**src/rtl/servo_pkg.sv**
```systemverilog
// servo_pkg: widths, FSM state encoding and default ratios shared by the
// servo command sequencer and servo_ctrl.
package servo_pkg;

    localparam int RATIO_W = 8;

    // Sequencer FSM states
    typedef enum logic [1:0] {
        IDLE  = 2'd0,
        LOAD  = 2'd1,
        DWELL = 2'd2
    } seq_state_e;

    // Default ratios shared with servo_ctrl
    localparam logic [RATIO_W-1:0] PARK_RATIO_DEF = 8'd20;
    localparam logic [RATIO_W-1:0] MIN_RATIO_DEF  = 8'd10;
    localparam logic [RATIO_W-1:0] MAX_RATIO_DEF  = 8'd60;

    // Limit a ratio to the closed range [lo, hi]
    function automatic logic [RATIO_W-1:0] clamp_ratio(
        input logic [RATIO_W-1:0] r,
        input logic [RATIO_W-1:0] lo,
        input logic [RATIO_W-1:0] hi
    );
        if (r < lo) begin
            return lo;
        end
        if (r > hi) begin
            return hi;
        end
        return r;
    endfunction

endpackage

```
**src/rtl/servo_cmd_fifo.sv**
```systemverilog
// servo_cmd_fifo: synchronous command FIFO for servo_cmd_seq.
// Head entry is presented combinationally on rd_data; flush empties the
// FIFO at the next edge and overrides push and pop.
module servo_cmd_fifo #(
    parameter int WIDTH = 24,
    parameter int DEPTH = 4
) (
    input  logic                   clock,
    input  logic                   reset_n,
    input  logic                   push,
    input  logic                   pop,
    input  logic                   flush,
    input  logic [WIDTH-1:0]       wr_data,
    output logic [WIDTH-1:0]       rd_data,
    output logic                   full,
    output logic                   empty,
    output logic [$clog2(DEPTH):0] count
);

    localparam int PTR_W = $clog2(DEPTH);

    logic [WIDTH-1:0] mem_q [DEPTH];
    logic [PTR_W-1:0] wr_ptr_q, wr_ptr_d;
    logic [PTR_W-1:0] rd_ptr_q, rd_ptr_d;
    logic [PTR_W:0]   count_q, count_d;
    logic             do_push;
    logic             do_pop;

    assign full    = (count_q == DEPTH[PTR_W:0]);
    assign empty   = (count_q == '0);
    assign count   = count_q;
    assign rd_data = mem_q[rd_ptr_q];

    // Qualify requests so overflow/underflow can never corrupt pointers
    assign do_push = push && !full && !flush;
    assign do_pop  = pop && !empty && !flush;

    // Next pointer and occupancy values
    always_comb begin
        wr_ptr_d = wr_ptr_q;
        rd_ptr_d = rd_ptr_q;
        count_d  = count_q;
        if (flush) begin
            wr_ptr_d = '0;
            rd_ptr_d = '0;
            count_d  = '0;
        end else begin
            if (do_push) begin
                wr_ptr_d = wr_ptr_q + 1'b1;
            end
            if (do_pop) begin
                rd_ptr_d = rd_ptr_q + 1'b1;
            end
            case ({do_push, do_pop})
                2'b10:   count_d = count_q + 1'b1;
                2'b01:   count_d = count_q - 1'b1;
                default: count_d = count_q;
            endcase
        end
    end

    // Pointer and occupancy registers
    always_ff @(posedge clock or negedge reset_n) begin
        if (!reset_n) begin
            wr_ptr_q <= '0;
            rd_ptr_q <= '0;
            count_q  <= '0;
        end else begin
            wr_ptr_q <= wr_ptr_d;
            rd_ptr_q <= rd_ptr_d;
            count_q  <= count_d;
        end
    end

    // Entry storage; contents are don't-care until written
    always_ff @(posedge clock) begin
        if (do_push) begin
            mem_q[wr_ptr_q] <= wr_data;
        end
    end

endmodule

```
**src/rtl/servo_cmd_seq.sv**
```systemverilog
// servo_cmd_seq: buffers servo position commands and plays them back to
// servo_ctrl, holding each target for its dwell time.
// Optional build macro SERVO_SEQ_CLAMP_EN clamps popped ratios to
// [MIN_RATIO, MAX_RATIO] and pulses clamp_hit when a value was changed.
module servo_cmd_seq
    import servo_pkg::*;
#(
    parameter int                 FIFO_DEPTH = 4,
    parameter int                 DWELL_W    = 16,
    parameter logic [RATIO_W-1:0] PARK_RATIO = PARK_RATIO_DEF,
    parameter logic [RATIO_W-1:0] MIN_RATIO  = MIN_RATIO_DEF,
    parameter logic [RATIO_W-1:0] MAX_RATIO  = MAX_RATIO_DEF
) (
    input  logic                          clock,
    input  logic                          reset_n,
    input  logic                          cmd_valid,
    output logic                          cmd_ready,
    input  logic [RATIO_W-1:0]            cmd_ratio,
    input  logic [DWELL_W-1:0]            cmd_dwell,
    input  logic                          seq_enable,
    input  logic                          abort,
    output logic                          pwm_enable,
    output logic [RATIO_W-1:0]            start_pwm_ratio,
    output logic [RATIO_W-1:0]            target_pwm_ratio,
    output logic                          busy,
    output logic [$clog2(FIFO_DEPTH):0]   fifo_count,
    output logic                          clamp_hit
);

    localparam int ENTRY_W = RATIO_W + DWELL_W;

    seq_state_e         state_q, state_d;
    logic               pwm_enable_q, pwm_enable_d;
    logic [RATIO_W-1:0] start_q, start_d;
    logic [RATIO_W-1:0] target_q, target_d;
    logic [DWELL_W-1:0] dwell_q, dwell_d;
    logic               clamp_hit_q, clamp_hit_d;

    logic               fifo_push;
    logic               fifo_pop;
    logic               fifo_full;
    logic               fifo_empty;
    logic [ENTRY_W-1:0] fifo_head;
    logic [RATIO_W-1:0] head_ratio;
    logic [DWELL_W-1:0] head_dwell;
    logic [RATIO_W-1:0] pop_ratio;
    logic               pop_clamped;

    assign cmd_ready = !fifo_full && !abort;
    assign fifo_push = cmd_valid && cmd_ready;

    assign head_ratio = fifo_head[ENTRY_W-1:DWELL_W];
    assign head_dwell = fifo_head[DWELL_W-1:0];

`ifdef SERVO_SEQ_CLAMP_EN
    assign pop_ratio   = clamp_ratio(head_ratio, MIN_RATIO, MAX_RATIO);
    assign pop_clamped = (pop_ratio != head_ratio);
`else
    logic unused_clamp_cfg;
    assign pop_ratio        = head_ratio;
    assign pop_clamped      = 1'b0;
    assign unused_clamp_cfg = ^{MIN_RATIO, MAX_RATIO};
`endif

    servo_cmd_fifo #(
        .WIDTH (ENTRY_W),
        .DEPTH (FIFO_DEPTH)
    ) u_fifo (
        .clock   (clock),
        .reset_n (reset_n),
        .push    (fifo_push),
        .pop     (fifo_pop),
        .flush   (abort),
        .wr_data ({cmd_ratio, cmd_dwell}),
        .rd_data (fifo_head),
        .full    (fifo_full),
        .empty   (fifo_empty),
        .count   (fifo_count)
    );

    // Sequencer next-state: abort wins, otherwise IDLE -> LOAD -> DWELL
    always_comb begin
        state_d      = state_q;
        pwm_enable_d = pwm_enable_q;
        start_d      = start_q;
        target_d     = target_q;
        dwell_d      = dwell_q;
        clamp_hit_d  = 1'b0;
        fifo_pop     = 1'b0;
        if (abort) begin
            state_d      = IDLE;
            pwm_enable_d = 1'b0;
            start_d      = PARK_RATIO;
            target_d     = PARK_RATIO;
            dwell_d      = '0;
        end else begin
            case (state_q)
                IDLE: begin
                    if (seq_enable && !fifo_empty) begin
                        state_d = LOAD;
                    end
                end
                LOAD: begin
                    fifo_pop     = 1'b1;
                    start_d      = target_q;
                    target_d     = pop_ratio;
                    pwm_enable_d = 1'b1;
                    clamp_hit_d  = pop_clamped;
                    // A zero dwell still holds the target for one cycle
                    dwell_d      = (head_dwell == '0) ? DWELL_W'(1) : head_dwell;
                    state_d      = DWELL;
                end
                DWELL: begin
                    if (dwell_q <= DWELL_W'(1)) begin
                        dwell_d = '0;
                        state_d = (seq_enable && !fifo_empty) ? LOAD : IDLE;
                    end else begin
                        dwell_d = dwell_q - 1'b1;
                    end
                end
                default: begin
                    state_d = IDLE;
                    dwell_d = '0;
                end
            endcase
        end
    end

    // Sequencer state and registered servo_ctrl outputs
    always_ff @(posedge clock or negedge reset_n) begin
        if (!reset_n) begin
            state_q      <= IDLE;
            pwm_enable_q <= 1'b0;
            start_q      <= PARK_RATIO;
            target_q     <= PARK_RATIO;
            dwell_q      <= '0;
            clamp_hit_q  <= 1'b0;
        end else begin
            state_q      <= state_d;
            pwm_enable_q <= pwm_enable_d;
            start_q      <= start_d;
            target_q     <= target_d;
            dwell_q      <= dwell_d;
            clamp_hit_q  <= clamp_hit_d;
        end
    end

    assign pwm_enable       = pwm_enable_q;
    assign start_pwm_ratio  = start_q;
    assign target_pwm_ratio = target_q;
    assign clamp_hit        = clamp_hit_q;
    assign busy             = (state_q != IDLE);

endmodule

```
**config.mk**
```make
export PLATFORM = sky130hd
export DESIGN_NAME = servo_cmd_seq
export DESIGN_NICKNAME = d
export VERILOG_FILES = /design/src/rtl/servo_pkg.sv /design/src/rtl/servo_cmd_fifo.sv /design/src/rtl/servo_cmd_seq.sv
export SDC_FILE = /design/constraint.sdc
export NUM_CORES = 1
export LEC_CHECK = 0
export CORE_UTILIZATION = 45
export DETAILED_ROUTE_END_ITERATION = 16
export GPL_ROUTABILITY_DRIVEN = 0
export PLACE_DENSITY = 0.72
export SYNTH_ARGS = -nofsm -noshare
export SYNTH_HDL_FRONTEND = slang
export SYNTH_SLANG_ARGS = --single-unit
```
**constraint.sdc**
```tcl
create_clock -name clock -period 1.9 [get_ports clock]
set_input_delay 0.19 -clock clock [delete_from_list [all_inputs] [get_ports clock]]
set_output_delay 0.19 -clock clock [all_outputs]
set_load 0.02 [all_outputs]
```
# Word level (Yosys, flattened, before mapping)
# Memory sizes are Yosys's and may differ from the RTL's.
# Cells that the tools add are included.
# totals
reg_bits,42
latch_bits,0
ramBits,96
mem_bits_ro,0
input_bits,29
out_inout_bits,23
word_cells,67
mem_count,1
# mem_list
memory,words,word_bits,rd,rd_ports_with_merged_regs,wr,line,rtl
u_fifo.mem_q,4,24,1,0,1,servo_cmd_fifo.sv:22,logic [WIDTH-1:0] mem_q [DEPTH];
# op_classes
add_sub_neg,5
n_mul,0
div,0
n_lt_le_gt_ge,1
n_eq_ne,8
n_shift,0
muxes,25
bitwise_logic,0
reduce_logical,19
# ops
operator,count
$mux 16,3
$pmux 16 s3,1
$mux 8,4
$le 16x1->1 const B,1
$logic_not 16->1,1
$sub 16x1->16 const B,1
$mux 2,7
$reduce_bool 2->1,4
$logic_and 1x1->1,7
$mux 1,7
$ne 3x3->1 const B,2
$pmux 2 s3,1
$pmux 3 s2,1
$add 2x1->2 const B,2
$eq 2x1->1 const B,2
$eq 2x2->1 const B,2
$add 3x1->3 const B,1
$eq 3x3->1 const B,1
$logic_not 1->1,3
$logic_not 3->1,1
$mux 3,1
$reduce_bool 3->1,1
$sub 3x1->3 const B,1
$logic_not 2->1,1
other kinds (2),2

# Logic depth before layout (Yosys ltp)
# Gate-level depths: netlist (run 1).
# logic_depth
depth_word,9
mapped_depth,9
depth_no_buf,8

# Hierarchy
# From an unflattened synthesis (run 1), not the netlist that was laid out.
# hier_totals
cells_unflattened,394
hier_area_um2,5989.5
# modules_own_cells
module,instances,cells_per_inst,area_each_um2,seq_area_each_um2
servo_cmd_fifo,1,190,4025.1,3057.9
servo_cmd_seq,1,204,1964.4,880.8

# Worst setup path after synthesis (run 1)
# Ideal clock, no wire load.
# synth_timing
path_kind,register to register
start,register u_fifo.count_q[0] (netlist: u_fifo.count[0])
end,register u_fifo.count_q[2] (netlist: u_fifo.count[2])
setup_time_ps,94
arrival_time_ps,2367
t_required_ps,1806
slack_ps,-561
path_stages_with_launch,10
n_path_buf,1
synth_period_minus_slack_ps,2461
path_cell_list,dfrtp_1 > nor2_1 > a21oi_1 > and2_1 > buf_2 > nor3_1 > fa_1 > nor3_1 > nor3_1 > a211oi_1
# synth_between
elab_chain_len,9
word_cells_on_any_way,17
cone_classes,2 x add/sub; 3 x eq/ne; 2 x mux; 10 x reduce/logical
# synth_rtl
item,line,rtl
"start, declared",servo_cmd_fifo.sv:25,"logic [PTR_W:0] count_q, count_d;"
"start signal, assigned",servo_cmd_fifo.sv:71,count_q <= count_d;
$eq 3x3->1 *,servo_cmd_fifo.sv:29,assign full = (count_q == DEPTH[PTR_W:0]);
$logic_not 1->1 *,servo_cmd_seq.sv:49,assign cmd_ready = !fifo_full && !abort;
$logic_and 1x1->1 *,servo_cmd_seq.sv:49,
via cmd_ready,servo_cmd_seq.sv:17,"output logic cmd_ready,"
$logic_and 1x1->1 *,servo_cmd_seq.sv:50,assign fifo_push = cmd_valid && cmd_ready;
$logic_and 1x1->1 * (2 in a row),servo_cmd_fifo.sv:35,assign do_push = push && !full && !flush;
$eq 2x1->1 or $eq 2x2->1 (tied branches),servo_cmd_fifo.sv:54,"case ({do_push, do_pop})"
$pmux 3 s2,servo_cmd_fifo.sv:54,
$mux 3,servo_cmd_fifo.sv:43,if (flush) begin
# Mark *: on every way through the listed nets, which the timed path passes. The rest lies on a longest branch.
# A chain may end at the register's enable or synchronous reset.

# Worst setup path after layout (run 1)
# layout_timing
start,register dwell_q[0]
end,register dwell_q[13]
# layout_between
elab_chain_len,4
word_cells_on_any_way,5
cone_classes,1 x add/sub; 1 x order compare; 3 x mux
# layout_rtl
item,line,rtl
"start, declared",servo_cmd_seq.sv:36,"logic [DWELL_W-1:0] dwell_q, dwell_d;"
"start signal, assigned",servo_cmd_seq.sv:143,dwell_q <= dwell_d;
$sub 16x1->16 or $le 16x1->1 (tied branches),"servo_cmd_seq.sv:118, servo_cmd_seq.sv:114",
$mux 16 *,servo_cmd_seq.sv:114,if (dwell_q <= DWELL_W'(1)) begin
$pmux 16 s3 *,servo_cmd_seq.sv:97,case (state_q)
$mux 16 *,servo_cmd_seq.sv:90,if (abort) begin
# Mark *: on every way between the ends. The rest lies on a longest branch, timed or not.

==> impl_metrics.ini, run 1 <==
[synth]
synth_edf_count = 96
syn_area_per_cell_um2 = 15.5
synth_ff_type = edfxtp_1
yosysWarnings = 0
synthCells = 375
yosysTopAreaCell = edfxtp_1
yosys-top-cells-count = 96 x edfxtp_1, 38 x dfrtp_1, 32 x nor2_1
synth_area_um2 = 5830
ys_ff_latch = 138
synthArstFlopShare = 0.304
synth_nets = 415
yosysSeqAreaShare = 0.676
synthDistinctLibCells = 51
synthTopCellsByArea = edfxtp_1 49%, dfrtp_1 16%, mux4_2 9.3%
synth_top_area_frac = 0.495
yosysMostFrequentCell = edfxtp_1

[power]
p_int_mw = 5.75
switching_share = 0.224
power_frac_seq = 0.457
p_per_area_nw_per_um2 = 925
p_leak_nw = 3.01
p_comb_frac = 0.100
p_sw_mw = 1.66
clockPowerShare = 0.443
irDropWorstVdd_mv = 0.867

[detailed_routing]
via_count = 3711
totalWireLength_um = 12800
via_per_inst = 5.43
initialDrtViolationCount = 236
drc = 0
dr.pass1.iters = 4
ant_nets = 0
wl_per_cell_um = 18.8

[setup_path]
timing.rr.start = dwell_q[0]$_DFFE_PN0P_
cp.arrival_ns = 2.43
path_buf_inv = 1
reg2regPathDepth = 8
crit_family = simple AND/OR/NAND/NOR gates
path_class = reg2reg
rrSetupSlack_ns = -0.17
start_kind = flop
slowest_delay_ns = 0.41
cp_slowest_cell = dfrtp_1
cp.required_ns = 2.26
reg2reg_to = dwell_q[13]$_DFFE_PN0P_
crit_path_end_kind = flop
critPathMaxFanout = 5
critical_path.cell_chain = inv_1, ha_2, nor2_1, and4bb_2, a21bo_4, or2_4, or4_4, nand3_2

[global_routing]
globalRouteOverflowTotal = 0
antenna_found_initial = 0
grt_max_degree = 43
grt_pass1_wl_um = 19700
track_usage = 0.204
grt_pass1_vias = 3760

[floorplan]
die_w_um = 116
row_count = 41
die_area_um2 = 13400
start_util = 0.462
io_pins = 52
core-area_um2 = 12600
die_h_um = 116

[cells_and_area]
final_cells = 683
num-nets-final = 538
post-route-util = 0.634
drive_above_1_share = 0.368
syn2layout_area_growth_pct = 37.3
design_area_um2 = 8000
fill_cells = 903
diodes = 0

[cts]
tritoncts = yes
clkTransAtPathRegs_ns = 0.06
clock_latency_ns = 0.42
clock-sinks = 138
cts.path.max_buffers = 2
cts.htree.levels = 4
cts_root_buf = clkbuf_16
cts_inserted_buffers = 17

[sta]
rsz0062_at_grt = true
fmax_ghz = 0.484
slew_viol_final = 0
slew_headroom = 0.633
skew_ns = 0.0141
min_period_ns = 2.07
worst_slew_pin_slew_ns = 0.550
hold_ws_ns = 0.400
period_share = 1.09
hold_violations = 0
fin_ws_ns = -0.166
setup_viol = 17

[outcome]
status = complete, but fails checks
violations = setup timing

[place]
io_buffers = 50
placed_cells = 637
placed_cell_area_um2 = 7060
hpwl_um = 7910

[hold_path]
hold_path_class = in2async

[flow_run]
cap_violations = 0
## power groups by stage
| stage | registers [mW] | clock network [mW] | logic, mW |
|---|---|---|---|
| floorplan | 3.46 | 0 | 0.338 |
| global placement | 3.44 | 0 | 0.685 |
| detailed placement | 3.44 | 0 | 0.702 |
| CTS | 3.38 | 3.33 | 0.720 |
| global route | 3.39 | 3.47 | 0.797 |
| finish | 3.38 | 3.28 | 0.742 |
## per-layer routing
metal | track usage | part of all wire | vias up
met2 | 0.323 | 0.51 | 99
met4 | 0.0957 | 0.024 | 0
met3 | 0.0565 | 0.036 | 27
met1 | 0.262 | 0.43 | 1899
met5 | 0 | 0 | -
li1 | - | - | 1686
## final cells by class
class	count	area (um2)	area share
timing repair buffer	124	1190	0.149
tap	172	215	0.0269
clock inverter	11	105	0.0131
sequential	138	3940	0.493
clock buffer	21	504	0.0630
multi-input combinational	209	2010	0.251
inverter	8	33.8	0.00422
## flip-flops by register name, summed over array words and instances (netlist names)
signal            count
pwm_enable            1
start_pwm_ratio       8
u_fifo.mem_q         96
u_fifo.rd_ptr_q       2
state_q               2
u_fifo.wr_ptr_q       2
u_fifo.count          3
target_pwm_ratio      8
dwell_q              16
## timing repair
item,4_1_cts,5_1_grt
pin swaps,5,18
resized for setup,15,38
endpoints found under the hold margin,38,0
setup buffers,5,8
hold buffers,1,0
setup endpoints to repair,21,20
cloned,0,0
## cells by family (layout without fill, tap and decap cells)
group	after synthesis	count (layout)	share of synthesized area
other	1	1	0.000644
XOR/XNOR	5	5	0.00752
AND/OR/NAND/NOR	112	112	0.0988
flip-flops	138	138	0.676
adder cells (fa/ha/maj)	11	11	0.0249
buffers and inverters	28	164	0.0232
multiplexers	42	42	0.124
AO/OA/AOI/OAI	38	38	0.0451
## worst max path at each step
stage	end	depth (start not counted)	startpoint	slack (ns)
floorplan	u_fifo.count[2]$_DFFE_PN0P_	9	u_fifo.count[0]$_DFFE_PN0P_	-0.09
global placement	state_q[0]$_DFFE_PN0P_	6	dwell_q[11]$_DFFE_PN0P_	-0.12
detailed placement	state_q[0]$_DFFE_PN0P_	6	dwell_q[11]$_DFFE_PN0P_	-0.17
CTS	state_q[0]$_DFFE_PN0P_	6	dwell_q[11]$_DFFE_PN0P_	-0.11
global route	dwell_q[0]$_DFFE_PN0P_	7	u_fifo.rd_ptr_q[0]$_DFFE_PN0P_	-0.25
finish	dwell_q[13]$_DFFE_PN0P_	8	dwell_q[0]$_DFFE_PN0P_	-0.17
## stage by stage
step | power (mW) | setup TNS [ns] | worst slack [ns]
finish | 7.40 | -1.37 | -0.166
global route | 7.66 | -2.39 | -0.249
CTS | 7.44 | -0.917 | -0.109
detailed placement | 4.14 | -2.08 | -0.169
global placement | 4.12 | -1.13 | -0.119
floorplan | 3.80 | -0.264 | -0.0914
## placed cells by master (no fill, tap or decap), types with 3 or more instances in the layout
| cell | count |
|---|---|
| clkinv_4 | 3 |
| clkinv_2 | 4 |
| a221o_1 | 4 |
| and3_1 | 6 |
| dfstp_2 | 4 |
| o211ai_1 | 4 |
| clkbuf_16 | 20 |
| nor4_2 | 3 |
| nor3_1 | 3 |
| nor4_4 | 3 |
| edfxtp_1 | 96 |
| ha_1 | 6 |
| buf_4 | 59 |
| nor3_2 | 4 |
| dfrtp_2 | 3 |
| nand2_1 | 30 |
| nor2_1 | 31 |
| mux2i_1 | 17 |
| clkdlybuf4s50_1 | 47 |
| inv_1 | 4 |
| mux4_2 | 24 |
| nand3_2 | 3 |
| nor3_4 | 3 |
| ha_2 | 3 |
| dfrtp_1 | 35 |
| o21ai_2 | 7 |
| xnor2_1 | 3 |
| o21ai_1 | 5 |
| buf_12 | 10 |
| buf_6 | 4 |
| inv_6 | 3 |
## worst reg2reg max path, stage by stage, from the launching register on
cell      delay [ns]
dfrtp_1         0.41
inv_1           0.07
ha_2            0.18
nor2_1          0.09
and4bb_2        0.27
a21bo_4         0.26
or2_4           0.24
or4_4           0.42
nand3_2         0.08
Power figures use the tool's default switching activity.
==> run 2: changes to the inputs <==
- clock period: 1.9 -> 1.8 ns (I/O delays scaled with it)
==> impl_metrics.ini, run 2 (synthesis results as in run 1) <==
[sta]
rsz0062_at_grt = true
period_share = 1.14
setup_viol = 20
skew_ns = 0.00600
min_period_ns = 2.06
worst_slew_pin_slew_ns = 0.575
hold_violations = 0
fin_ws_ns = -0.256
slew_viol_final = 0
fmax_ghz = 0.486
slew_headroom = 0.617

[power]
p_total_mw = 7.89
p_per_area_nw_per_um2 = 988
p_leak_nw = 3.00
irDropWorstVdd_mv = 1.02

[global_routing]
track_usage = 0.218
antenna_found_initial = 0
grt_max_degree = 43
globalRouteOverflowTotal = 0
grt_pass1_wl_um = 21100
grt_pass1_vias = 3960

[hold_path]
hold_path_class = in2reg

[setup_path]
start_kind = flop
crit_path_end_kind = flop
critical_path.cell_chain = inv_2, ha_4, and4_4, a21bo_4, or2_4, or4_1, nand3_1
slowest_delay_ns = 0.41
cp.required_ns = 2.16
rrSetupSlack_ns = -0.26
cp_slowest_cell = dfrtp_1
cp.arrival_ns = 2.41
critPathMaxFanout = 9
path_class = reg2reg

[detailed_routing]
wl_per_cell_um = 18.6
initialDrtViolationCount = 239
totalWireLength_um = 12900
ant_nets = 0
via_per_inst = 5.42
dr.pass1.iters = 4
drc = 0
via_count = 3751

[cells_and_area]
largest_reg_flops = 96
final_cell_mix = 96 x edfxtp_1, 68 x buf_4, 46 x clkdlybuf4s50_1
top_register = u_fifo.mem_q
top_regs = u_fifo.mem_q x96, dwell_q x16
num-nets-final = 547
final_common_cell = edfxtp_1
diodes = 0
syn2layout_area_growth_pct = 37.0
design_area_um2 = 7990
drive_above_1_share = 0.362

[floorplan]
core-area_um2 = 12600
die_w_um = 116
start_util = 0.462
die_h_um = 116
io_pins = 52
row_count = 41
die_area_um2 = 13400

[cts]
clkTransAtPathRegs_ns = 0.06
clock-sinks = 138
cts_root_buf = clkbuf_16
cts.path.max_buffers = 2
tritoncts = yes
cts.htree.levels = 4
clock_latency_ns = 0.42
cts_inserted_buffers = 17

[outcome]
violations = setup timing
status = complete, but fails checks

[place]
pre_cts_slack_ns = -0.303
hpwl_um = 7960
io_buffers = 50
placed_cell_area_um2 = 7120

[flow_run]
cap_violations = 0
==> run 2: cell count changes in the layout (fill, tap and decap cells not counted), moves of 4 or more <==
cell,change
and3_1,-4
o21ai_2,-6
buf_4,+9
and3_2,+4
o21ai_1,+5
clkinvlp_4,+4
==> run 2: worst paths after layout <==
| check | start | end | cells past startpoint |
|---|---|---|---|
| setup / recovery | state_q[1]$_DFFE_PN0P_ | dwell_q[13]$_DFFE_PN0P_ | 7 |
| hold / removal | cmd_dwell[7] | u_fifo.mem_q[0][7]$_DFFE_PP_ | 1 |
| setup reg to reg | state_q[1]$_DFFE_PN0P_ | dwell_q[13]$_DFFE_PN0P_ | 7 |
| hold reg to reg | pwm_enable$_DFFE_PN0P_ | pwm_enable$_DFFE_PN0P_ | 2 |
| max in group asynchronous | reset_n | u_fifo.rd_ptr_q[0]$_DFFE_PN0P_ | 3 |
| min in group asynchronous | reset_n | target_pwm_ratio[5]$_DFFE_PN0P_ | 3 |
==> run 2: final cells by class <==
type,count,area (um2)
clock buffer,18,429
tap,172,215
multi-input combinational,209,1940
fill,901,4630
timing repair buffer,133,1250
clock inverter,14,171
sequential,138,3940
inverter,8,33.8
==> run 2: critical path: cells and delay by family, from the launching register on <==
family / cells / cell delay, ns
simple gates: 4 / 0.96
flops: 1 / 0.41
fa+ha+maj: 1 / 0.27
compound gates: 1 / 0.26
buf+inv: 1 / 0.08
==> run 2: what timing repair did <==
action / 4_1_cts / 5_1_grt
endpoints found under the hold margin: 38 / 0
gates cloned: 1 / 0
setup endpoints to repair: 23 / 25
setup buffers: 10 / 2
hold buffers: 1 / 0
gates resized for setup: 26 / 14
pin swaps: 11 / 18
==> run 2: through the flow <==
| stage | setup TNS, ns | cells | hold slack [ns] | utilization |
|---|---|---|---|---|
| after global placement | -7.04 | 647 | 0.287 | 0.564 |
| after global routing | -4.59 | 692 | 0.398 | 0.633 |
| final | -2.74 | 692 | 0.391 | 0.633 |
| after detailed placement | -9.95 | 647 | 0.297 | 0.564 |
| after floorplan | -1.42 | 375 | -0.116 | - |
| after CTS | -2.62 | 691 | 0.380 | 0.628 |
==> run 2: power breakdown <==
group	total, mW	switching (mW)	internal [mW]
Sequential	3.57	0.0451	3.52
Clock	3.51	1.33	2.18
Combinational	0.812	0.408	0.404
==> run 2: metal layers <==
metal  global-route usage  vias to the layer above  wire length [um]
met5                    0                        -                 0
met4                0.128                        0               480
met3               0.0570                       38               749
met2                0.344                      137              6320
met1                0.273                     1875              5320
li1                     -                     1701                 -
==> edit (settings of run 2) <==
Encoding of `seq_state_e`: now one-hot (3 bits for 3 states).
--- a/src/rtl/servo_pkg.sv
+++ b/src/rtl/servo_pkg.sv
@@ -5,10 +5,10 @@
     localparam int RATIO_W = 8;
 
     // Sequencer FSM states
-    typedef enum logic [1:0] {
-        IDLE  = 2'd0,
-        LOAD  = 2'd1,
-        DWELL = 2'd2
+    typedef enum logic [2:0] {
+        IDLE  = 3'b001,
+        LOAD  = 3'b010,
+        DWELL = 3'b100
     } seq_state_e;
 
     // Default ratios shared with servo_ctrl
Function: same outputs for any inputs over 10 cycles, from zero or initial values and one cycle with reset_n low; not proved beyond that.
==> edit against run 2 <==
The flow still finishes with violations (negative setup slack); count of clock-buffer cells in the layout grew 3; area after synthesis decreased by 0.94%; sequential cell count is 1 higher; hold slack worse by 0.12 ns; routed wire length shrank 1.4%; clock power grew 6.3%; power shrank 2.1%; largest power group is now clock; design area is 0.44% higher; highest routed layer unchanged; setup slack lost 0.11 ns.
==> edit: results (changes against run 2) <==
vias in the first global route=3878 (was 3960); Static Leakage=3.00 nW (about the same); sequential element share of the synthesized area=0.687 (was 0.676); Syn Inst Count=377 (was 375); # diodes=0 (unchanged); Wirelength per Cell=18.3 µm (was 18.6 µm); Area after DPL=7060 µm² (was 7120 µm²); Routed WL=12700 µm (was 12900 µm); antenna violations before repair=0 (unchanged); largest net degree at the start of global routing=33 (was 43); Synthesized Nets=413 (was 415); top cells by count, synth=edfxtp_1 (96), dfrtp_1 (38), nand2_1 (37) (was edfxtp_1 (96), dfrtp_1 (38), nor2_1 (32)); Worst Path Arrival=2.45 ns (was 2.41 ns); first-pass GRT wire length=19900 µm (was 21100 µm); # fillers=878 (was 901); pre-CTS WS=-0.466 ns (was -0.303 ns); GRT Util Overall=0.205 (was 0.218); nets@finish=546 (was 547); DR pass1 iterations=5 (was 4); area growth from synthesis to layout=39.0% (was 37.0%); Synth Warn #=0 (unchanged); post-DP HPWL=7800 µm (was 7960 µm); PnR worst setup slack=-0.364 ns (was -0.256 ns); setup violators final=21 (was 20); Port Buffer Count=50 (unchanged); share of layout cells above drive strength 1=0.377 (was 0.362); class of the worst hold path=in2async (was in2reg); outcome=finished with violations (unchanged); VDD IR max=0.000650 V (was 0.00102 V); via count=3771 (was 3751); Setup Skew=0.00907 ns (was 0.00600 ns); setup TNS=-4.66 ns (was -2.74 ns); synth unique cells=47 (was 51); initial DRC count=206 (was 239); failing checks=negative setup slack (unchanged); Worst-Skew Late Latency=0.41 ns; Yosys top cell area share=0.499 (was 0.495); Worst-path clk slew=0.06 ns (about the same); ys async rst share=0.309 (was 0.304); relative slew slack=0.518 (was 0.617); Synth area leaders=edfxtp_1 (50%), dfrtp_1 (16%), mux4_2 (9.4%) (was edfxtp_1 (49%), dfrtp_1 (16%), mux4_2 (9.3%)); largest registers=u_fifo.mem_q: 96 flops, dwell_q: 16 flops (unchanged); placed cells=648 (was 647); crit path max fanout=6 (was 9)
edit: repair_timing:
item / 4_1_cts / 5_1_grt
resized for setup: 55 / 9
pin swaps: 22 / 16
endpoints found under the hold margin: 15 / 0
hold buffers: 1 / 0
setup endpoints to repair: 27 / 28
buffers inserted: 10 / 7
edit: logic make-up (layout without fill, tap and decap cells):
family / Yosys count / in the layout / synth area share
buffers and inverters: 32 / 178 / 0.0243
other: 1 / 1 / 0.000650
XOR/XNOR: 11 / 11 / 0.0167
AO/OA/AOI/OAI: 58 / 58 / 0.0663
flip-flops: 139 / 139 / 0.687
adder cells (fa/ha/maj): 7 / 7 / 0.0165
multiplexers: 26 / 26 / 0.0973
AND/OR/NAND/NOR: 103 / 103 / 0.0913
edit: worst max-delay path, cell delays in order (launching register included):
cell and delay (ns):
dfrtp_1 0.39, buf_6 0.12, ha_1 0.18, nor2_1 0.08, nor4_2 0.54, a211o_4 0.29
buf_6 0.13, nor3_1 0.05, a221o_1 0.27
edit: final cells by class:
type                    count  share of cell area
clock inverters            11              0.0239
multi-input cells         206               0.238
flip-flops and latches    139               0.495
repair buffers            134               0.156
well taps                 172              0.0268
inverters                  12             0.00562
clock buffers              21              0.0549
edit: path summary, 6_finish.rpt:
| check | from | to | slack (ns) | cells past startpoint |
|---|---|---|---|---|
| worst max register to register | dwell_q[0]$_DFFE_PN0P_ | dwell_q[12]$_DFFE_PN0P_ | -0.36 | 8 |
| worst min register to register | start_pwm_ratio[4]$_DFFE_PN1P_ | start_pwm_ratio[4]$_DFFE_PN1P_ | 0.49 | 2 |
| max in group asynchronous | reset_n | dwell_q[1]$_DFFE_PN0P_ | 0.93 | 3 |
| min in group clock | cmd_ratio[5] | u_fifo.mem_q[1][21]$_DFFE_PP_ | 0.40 | 1 |
| worst min-delay path | reset_n | start_pwm_ratio[7]$_DFFE_PN0P_ | 0.27 | 2 |
| worst max-delay path | dwell_q[0]$_DFFE_PN0P_ | dwell_q[12]$_DFFE_PN0P_ | -0.36 | 8 |
edit: metal layers:
layer / track usage / up-vias / part of all wire / wire, µm
met4: 0.0900 / 0 / 0.013 / 166
met3: 0.0443 / 18 / 0.042 / 531
met5: 0 / - / 0 / 0
met1: 0.265 / 1925 / 0.43 / 5470
li1: - / 1702 / - / -
met2: 0.336 / 126 / 0.51 / 6520
edit: power by group:
group          switching, mW  internal [mW]  total [mW]
registers             0.0268           3.51        3.54
logic                  0.229          0.224       0.452
clock network           1.27           2.46        3.73
total                   1.53           6.20        7.72
